$ cat src/rtl/pipe_ctrl.sv
// Central pipeline control: merges per-stage stall requests into the stall vector,
// sequences exception flushes (deferred while MEM waits on the bus), and keeps debug statistics.
module pipe_ctrl #(
  parameter int unsigned TIMEOUT = 1024,
  parameter int unsigned CNT_W   = 32
) (
  input  logic             clk,
  input  logic             rst,
  input  logic             stallreq_from_if,
  input  logic             stallreq_from_id,
  input  logic             stallreq_from_ex,
  input  logic             stallreq_from_mem,
  input  logic             except_req,
  input  logic [31:0]      except_pc,
  output logic [5:0]       stall,
  output logic             flush,
  output logic [31:0]      new_pc,
  output logic [CNT_W-1:0] stall_cycles,
  output logic [15:0]      flush_count,
  output logic             stall_timeout
);

  localparam int unsigned WD_W = (TIMEOUT > 1) ? $clog2(TIMEOUT) : 1;
  localparam logic [WD_W-1:0] WD_MAX = WD_W'(TIMEOUT - 1);

  typedef enum logic {RUN, PEND} state_t;

  state_t          state, state_nxt;
  logic [31:0]     pend_pc;
  logic            pend_latch;
  logic [WD_W-1:0] wd;

  always_ff @(posedge clk or negedge rst) begin
    if (!rst) begin
      state   <= RUN;
      pend_pc <= '0;
    end else begin
      state <= state_nxt;
      if (pend_latch) pend_pc <= except_pc;
    end
  end

  // Exception arriving during a bus wait is parked; later exceptions are dropped until it flushes.
  always_comb begin
    state_nxt  = state;
    flush      = 1'b0;
    new_pc     = '0;
    pend_latch = 1'b0;
    unique case (state)
      RUN: begin
        if (except_req) begin
          if (stallreq_from_mem) begin
            pend_latch = 1'b1;
            state_nxt  = PEND;
          end else begin
            flush  = 1'b1;
            new_pc = except_pc;
          end
        end
      end
      PEND: begin
        if (!stallreq_from_mem) begin
          flush     = 1'b1;
          new_pc    = pend_pc;
          state_nxt = RUN;
        end
      end
      default: state_nxt = RUN;
    endcase
  end

  always_comb begin
    stall = '0;
    if (flush)                  stall = '0;
    else if (stallreq_from_mem) stall = 6'b011111;
    else if (stallreq_from_ex)  stall = 6'b001111;
    else if (stallreq_from_id)  stall = 6'b000111;
    else if (stallreq_from_if)  stall = 6'b000011;
  end

  always_ff @(posedge clk or negedge rst) begin
    if (!rst) begin
      stall_cycles  <= '0;
      flush_count   <= '0;
      wd            <= '0;
      stall_timeout <= 1'b0;
    end else begin
      if (stall[0] && (stall_cycles != '1)) stall_cycles <= stall_cycles + 1'b1;
      if (flush) flush_count <= flush_count + 16'd1;
      if (stall[0]) begin
        if (wd == WD_MAX) stall_timeout <= 1'b1;
        else              wd <= wd + 1'b1;
      end else begin
        wd <= '0;
      end
    end
  end

endmodule

$ cat config.mk
export PLATFORM = sky130hd
export DESIGN_NAME = pipe_ctrl
export DESIGN_NICKNAME = d
export VERILOG_FILES = /design/src/rtl/pipe_ctrl.sv
export SDC_FILE = /design/constraint.sdc
export NUM_CORES = 1
export LEC_CHECK = 0
export ABC_AREA = 1
export BUFFER_PORTS_ARGS = -buffer_cell sky130_fd_sc_hd__clkbuf_2
export CORE_MARGIN = 4
export CORE_UTILIZATION = 54
export CTS_CLUSTER_SIZE = 20
export DETAILED_ROUTE_END_ITERATION = 8
export PLACE_DENSITY = 0.81
export SYNTH_ARGS = -nofsm -noshare
export SYNTH_HDL_FRONTEND = slang
export SYNTH_SLANG_ARGS = --single-unit
$ cat constraint.sdc
create_clock -name clk -period 2.2 [get_ports clk]
set_input_delay 0.22 -clock clk [delete_from_list [all_inputs] [get_ports clk]]
set_output_delay 0.22 -clock clk [all_outputs]
set_load 0.01 [all_outputs]
After elaboration in Yosys (flattened, before gate mapping)
Index checks and enable logic that the tools add are counted.
{"block": "totals", "ff_bits": 92, "in_bits": 39}
{"block": "op_classes", "addsub": 3, "muxes": 18, "bitwise": 1, "n_eq_ne": 3, "reduce_logical": 2}
{"operator": "2-to-1 mux 32 bit", "n": 3}
{"operator": "one-hot mux 32 bit (2 select lines)", "n": 1}
{"operator": "adder 32 x 1 -> 32 bit, second input constant", "n": 1}
{"operator": "inequality test 32 bit, second input constant", "n": 1}
{"operator": "2-to-1 mux 10 bit", "n": 2}
{"operator": "adder 16 x 1 -> 16 bit, second input constant", "n": 1}
{"operator": "adder 10 x 1 -> 10 bit, second input constant", "n": 1}
{"operator": "equality test 10 bit, second input constant", "n": 1}
{"operator": "2-to-1 mux 5 bit", "n": 2}
{"operator": "2-to-1 mux 1 bit", "n": 5}
{"operator": "2-to-1 mux 4 bit", "n": 1}
{"operator": "one-hot mux 1 bit (2 select lines)", "n": 2}
{"operator": "2-to-1 mux 3 bit", "n": 1}
{"operator": "2-to-1 mux 2 bit", "n": 1}
{"operator": "inequality test 2 bit, second input constant", "n": 1}
{"operator": "AND reduction 2 bit", "n": 1}
{"operator": "logical AND 1 bit", "n": 1}
{"operator": "NOT 1 bit", "n": 1}

Depth between registers and ports, before layout
{"block": "depth", "ltp_word": 6, "mapped_depth": 10}

Worst setup path after synthesis
OpenSTA, ideal clock, no wires.
{"block": "synth_path", "path_type": "register to register", "from": "reg stall_cycles[0]", "to": "reg stall_cycles[15]", "required_time_ns": 2.084, "setup_time_ns": 0.116, "path_slack_ns": 0.568, "path_stages_with_launch": 10, "synth_period_minus_slack_ns": 1.632, "t_arrival_ns": 1.516, "n_path_buf": 1, "path_cell_list": "dfrtp_1 > ha_1 > inv_1 > nor2_4 > nand2_1 > nor2_4 > a21oi_4 > buf_6 > nand2_1 > nand2_1"}
{"block": "synth_via", "elab_chain_len": 2}
{"item": "start: declaration", "line": "18", "source": "output logic [CNT_W-1:0] stall_cycles,"}
{"item": "start signal: assignment", "line": "88", "source": "if (stall[0] && (stall_cycles != '1)) stall_cycles <= stall_cycles + 1'b1;"}
{"item": "parallel branches: the longest is 2 deep, another holds adder 32 x 1 -> 32 bit"}
Parallel ways; which one is timed is not known.
A chain may end at the register's enable or synchronous reset.

Worst setup path after layout
{"block": "layout_path", "from": "reg stall_cycles[0]", "to": "reg stall_cycles[27]"}
The elaborated chain is that of the path after synthesis.

==> results <==
- The biggest area consumer among synthesized cells is dfrtp_1.
- Counting buffers and inverters, the worst setup path is 8 cells deep.
- Sorting the synthesized cells by area gives the leading types as dfrtp_1 45%, nand2_1 18%, o21ai_0 7.2%.
- The number of standard-cell rows in the floorplan is 35.
- The number of max-slew violations in the final report is 0.
- The synthesized netlist devotes 9.157% of its cell area to compound gates.
- The maximum buffer depth of the clock tree is 2.
- Traced cell by cell, the critical path runs through ha_1, inv_1, nor2_4, nand2_1, nor2_4, a21oi_4, nand2_1, nand2_1.
- The actual slew at the worst max-slew pin is 0.6916 ns.
- For the worst setup path, the data arrival time is 2.30 ns.
- The clock transition time at the flip-flop clock pins of the worst setup and hold paths is 0.11 ns.
- Static timing analysis puts the maximum clock frequency at 499.6 MHz.
- Counting the buffers created by CTS gives 9.
- Across the routed clock network, the largest skew measured is 0.01361 ns.
- The post-synthesis simple-gate area fraction is 32.37%.
- The worst setup path is launched from a flip-flop.
- From synthesis to final layout, the design area changed by 18.58%.
- The count of different cell masters after synthesis is 29.
- The H-tree generated during clock tree synthesis spans 3 levels.
- Summed over all layers, the global routing overflow is 0.
- For this run, the leading register cell type out of synthesis is dfrtp_1.
- For this block, the via count after detailed routing is 4895.
- Clock tree synthesis found a total of 92 sinks.
- The first global-routing pass estimated 21550 um of wire.
- The initial antenna violation count was 0.
- The congestion estimate from routability-driven global placement came to 0.9328.
- The first routing iteration left 231 violations.
- In the synthesized netlist, mux cells make up 0% of the area.
- STA classifies the critical path endpoint as a flip-flop.
- Summing all non-filler instances in the final layout gives an area of 6092 um2.
- In the final design database the tool counted 875 nets.
- Broken down by cell family, the worst path's largest delay share belongs to compound AO/OA/AOI/OAI gates.
- The hold-critical path depth is 3.
- Counting both buffers and inverters, the worst setup path holds a total of 1.
- The number of maximum-capacitance constraint violations is 0.
- Leaving out filler cells and counting taps, the final layout contains 967.
- Synthesis inferred 92 register bits.
- The worst-case IR drop observed on VDD is 0.3416 mV.
- The master cell of the clock root buffer is clkbuf_8.
- Summed over all nets, the switching power comes to 1457 uW.
- Along the worst path, the maximum fanout reaches 27.
- The final routed wirelength across all metal layers is 12630 um.
- In this run, the combinational gates consume 20.4% of the power.
- Cell internal power was estimated by the tool at 2835 uW.
- The final worst setup slack is 0.1983 ns.
- Of the total synthesized cell area, the portion taken by full adders, half adders and majority gates is 0.7306%.
- The initial utilization of the core area, before any placement, comes to 55.60%.
- Setup violations remaining at the end of the flow were counted as 0.
- The critical setup path kind is flip-flop to flip-flop.
- The maximum single-stage delay on the critical path is 0.58 ns.
- The share of synthesized area occupied by flip-flops and latches is 44.81%.
- The core outline area is 9240 um2.
- The number of warning messages in the yosys log is 0.
- The met3 layer wire length in the routed design is 846 um.
- The relative slew slack is 53.79%.
- The number of primary I/O pins is 127.
- The netlist area before placement is 5137 um2.
- The area of the die is 11140 um2.
- Counting every net in the synthesized netlist gives 757.
- The number of global-route vias before repair is 4761.
- The count of buffers from port buffering is 125.
- Sequential cells burn 50.6% of the power.
- The power per cell area is 704.6 nW/um2.
- The final antenna-violating net count is 0.
- The number of enable-type register cells in the synthesized netlist is 0.
- The most prevalent standard cell on the critical path is nand2_1.
- The clock network burns 29.0% of the power.
- Across every metal layer, demand over resource in global routing totals 23.14%.
- The synthesized design devotes to its leading area cell type 44.81% of total area.
- After detailed routing, the wire length on met1 is 5584 um.
- The CTS tree is yes.
- The die is 105.5 um tall.
- In the synthesized netlist the async set-or-reset flop fraction comes to 100.0%.
- Dividing the detail-routed wire length by the instance count gives 13.06 um.
- In the synthesized netlist, the number of instances is 715.
- The die is 105.5 um wide.
- The share of the cycle needed by the critical path after routing is 90.99%.
- The count of antenna diodes in the layout is 0.
- In this run the top signal layer used is met4.
- For this run, the share of the core covered by cells in the final layout is 65.93%.
- The number of placed instances, taps included, is 950.
- A synthesized cell averages 7.185 um2.
- The min-delay analysis places its worst path in the category input pin to flip-flop.
- The run finished with clean final reports.
- The number of remaining DRC errors is 0.
- The first detailed-routing pass ran for 5 iterations.
- The main combinational cell family by area after synthesis is simple AND/OR/NAND/NOR gates.
- The slowest stage of the critical path is the a21oi_4 cell.
- Before CTS, the worst setup slack after placement is 0.2316 ns.
- For the final routed database, the setup TNS stands at 0 ns.
- The XOR/XNOR share of the synthesized area is 4.262%.
- The mean number of vias per cell is 5.062.
- The logic depth of the worst register-to-register path is 8.
- The insertion delay of the later-clocked pin in the worst-skew pair is 0.36 ns.
- The largest net degree at the start of global routing is 52.
- Setup repair after global routing left no endpoint under its margin.
- Summing all placed instances gives a cell area of 5863 um2.
- The final hold violation count is 0.
- Detailed routing placed a total of 6017 um of wire on met2.
- The data required time at the worst endpoint is 2.49 ns.
- The static leakage is 0.003156 uW.
- The switching share of power is 33.95%.
- The layout cell share with drive strength beyond 1 is 19.09%.
- The smallest clock period supported by the final layout is computed as 2.002 ns.
- The total half-perimeter wirelength after legalization and detailed placement is 9373 um.
power by group through the flow:
stage / Combinational, uW / Clock [uW] / Sequential [uW]
2_1_floorplan: 520 / 0 / 2190
3_3_place_gp: 859 / 0 / 2180
3_5_place_dp: 890 / 0 / 2200
4_1_cts: 893 / 1270 / 2170
5_1_grt: 986 / 1330 / 2210
6_report: 877 / 1240 / 2170
worst min-delay path, cell delays in order:
cell      delay, ns
clkbuf_2       0.08
inv_1          0.05
o21ai_0        0.07
timing repair:
action | in CTS | in global routing
buffers inserted | 0 | 0
endpoints found under the hold margin | 41 | 0
setup endpoints to repair | 0 | 0
hold buffers | 1 | 0
resized for setup | 0 | 0
cell usage after synthesis (3+ instances only):
| cell | count |
|---|---|
| clkbuf_1 | 15 |
| nor2_1 | 65 |
| buf_2 | 3 |
| nand4_1 | 4 |
| nor3_1 | 6 |
| nand3_1 | 63 |
| xnor2_1 | 14 |
| nor2_2 | 3 |
| nand2_1 | 251 |
| dfrtp_1 | 92 |
| a21oi_1 | 5 |
| nand3b_1 | 4 |
| buf_6 | 4 |
| o21ai_0 | 74 |
| ha_1 | 3 |
| inv_1 | 79 |
| xor2_1 | 11 |
cells in the final DEF (no fill, tap or decap), drive strengths merged:
| cell type | Yosys | layout |
|---|---|---|
| a21oi | 6 | 6 |
| a31oi | 2 | 2 |
| buf | 9 | 6 |
| bufinv | 0 | 1 |
| clkbuf | 15 | 133 |
| clkinv | 0 | 1 |
| clkinvlp | 0 | 2 |
| conb | 1 | 1 |
| dfrtp | 92 | 92 |
| dlygate4sd3 | 0 | 1 |
| ha | 3 | 3 |
| inv | 82 | 85 |
| nand2 | 253 | 253 |
| nand3 | 63 | 63 |
| nand3b | 4 | 4 |
| nand4 | 5 | 5 |
| nor2 | 70 | 70 |
| nor3 | 6 | 6 |
| o21a | 2 | 2 |
| o21ai | 75 | 75 |
| o31ai | 2 | 2 |
| xnor2 | 14 | 14 |
| xor2 | 11 | 11 |
cell families after synthesis:
kind of cell / after synthesis
AOI/OAI and AO/OA: 87
xor gates and xnor gates: 25
adders and majority gates: 3
buffers and inverters: 106
DFF: 92
other: 1
and+or+nand+nor: 401
layout make-up:
type	instances	area, um2
multi-input cells	517	2399
clock buffers	9	123.9
clock inverters	7	95.09
repair buffers	131	700.7
fillers	795	3148
flip-flops and latches	92	2302
inverters	82	310.3
well taps	129	161.4
per-stage QoR:
stage                     hold WS (ns)  power [uW]
after floorplan               -0.07559        2706
after global placement          0.2444        3039
after detailed placement        0.2522        3088
after CTS                      0.08304        4331
after global routing           0.09243        4527
final                          0.09475        4292
flip-flops by register name, indices dropped and copies added, names as in the netlist:
signal         cells
flush_count       16
pend_pc           32
stall_cycles      32
stall_timeout      1
state              1
wd                10
worst paths after layout:
path	from	slack, ns	to
max in group asynchronous	rst	1.15	stall_cycles[28]$_DFFE_PN0P_
setup reg to reg	stall_cycles[0]$_DFFE_PN0P_	0.20	stall_cycles[27]$_DFFE_PN0P_
hold / removal	except_pc[5]	0.09	pend_pc[5]$_DFFE_PN0P_
setup / recovery	stall_cycles[0]$_DFFE_PN0P_	0.20	stall_cycles[27]$_DFFE_PN0P_
hold reg to reg	stall_timeout$_DFFE_PN0P_	0.47	stall_timeout$_DFFE_PN0P_
min in group asynchronous	rst	0.39	stall_cycles[7]$_DFFE_PN0P_
layer usage:
layer  global-route usage, %  up-vias
met5                       0        -
met2                   38.75      153
met3                   4.470       17
li1                        -     2478
met4                   6.753        0
met1                   30.65     2247
Note: power is estimated with default switching activity, not from simulation.
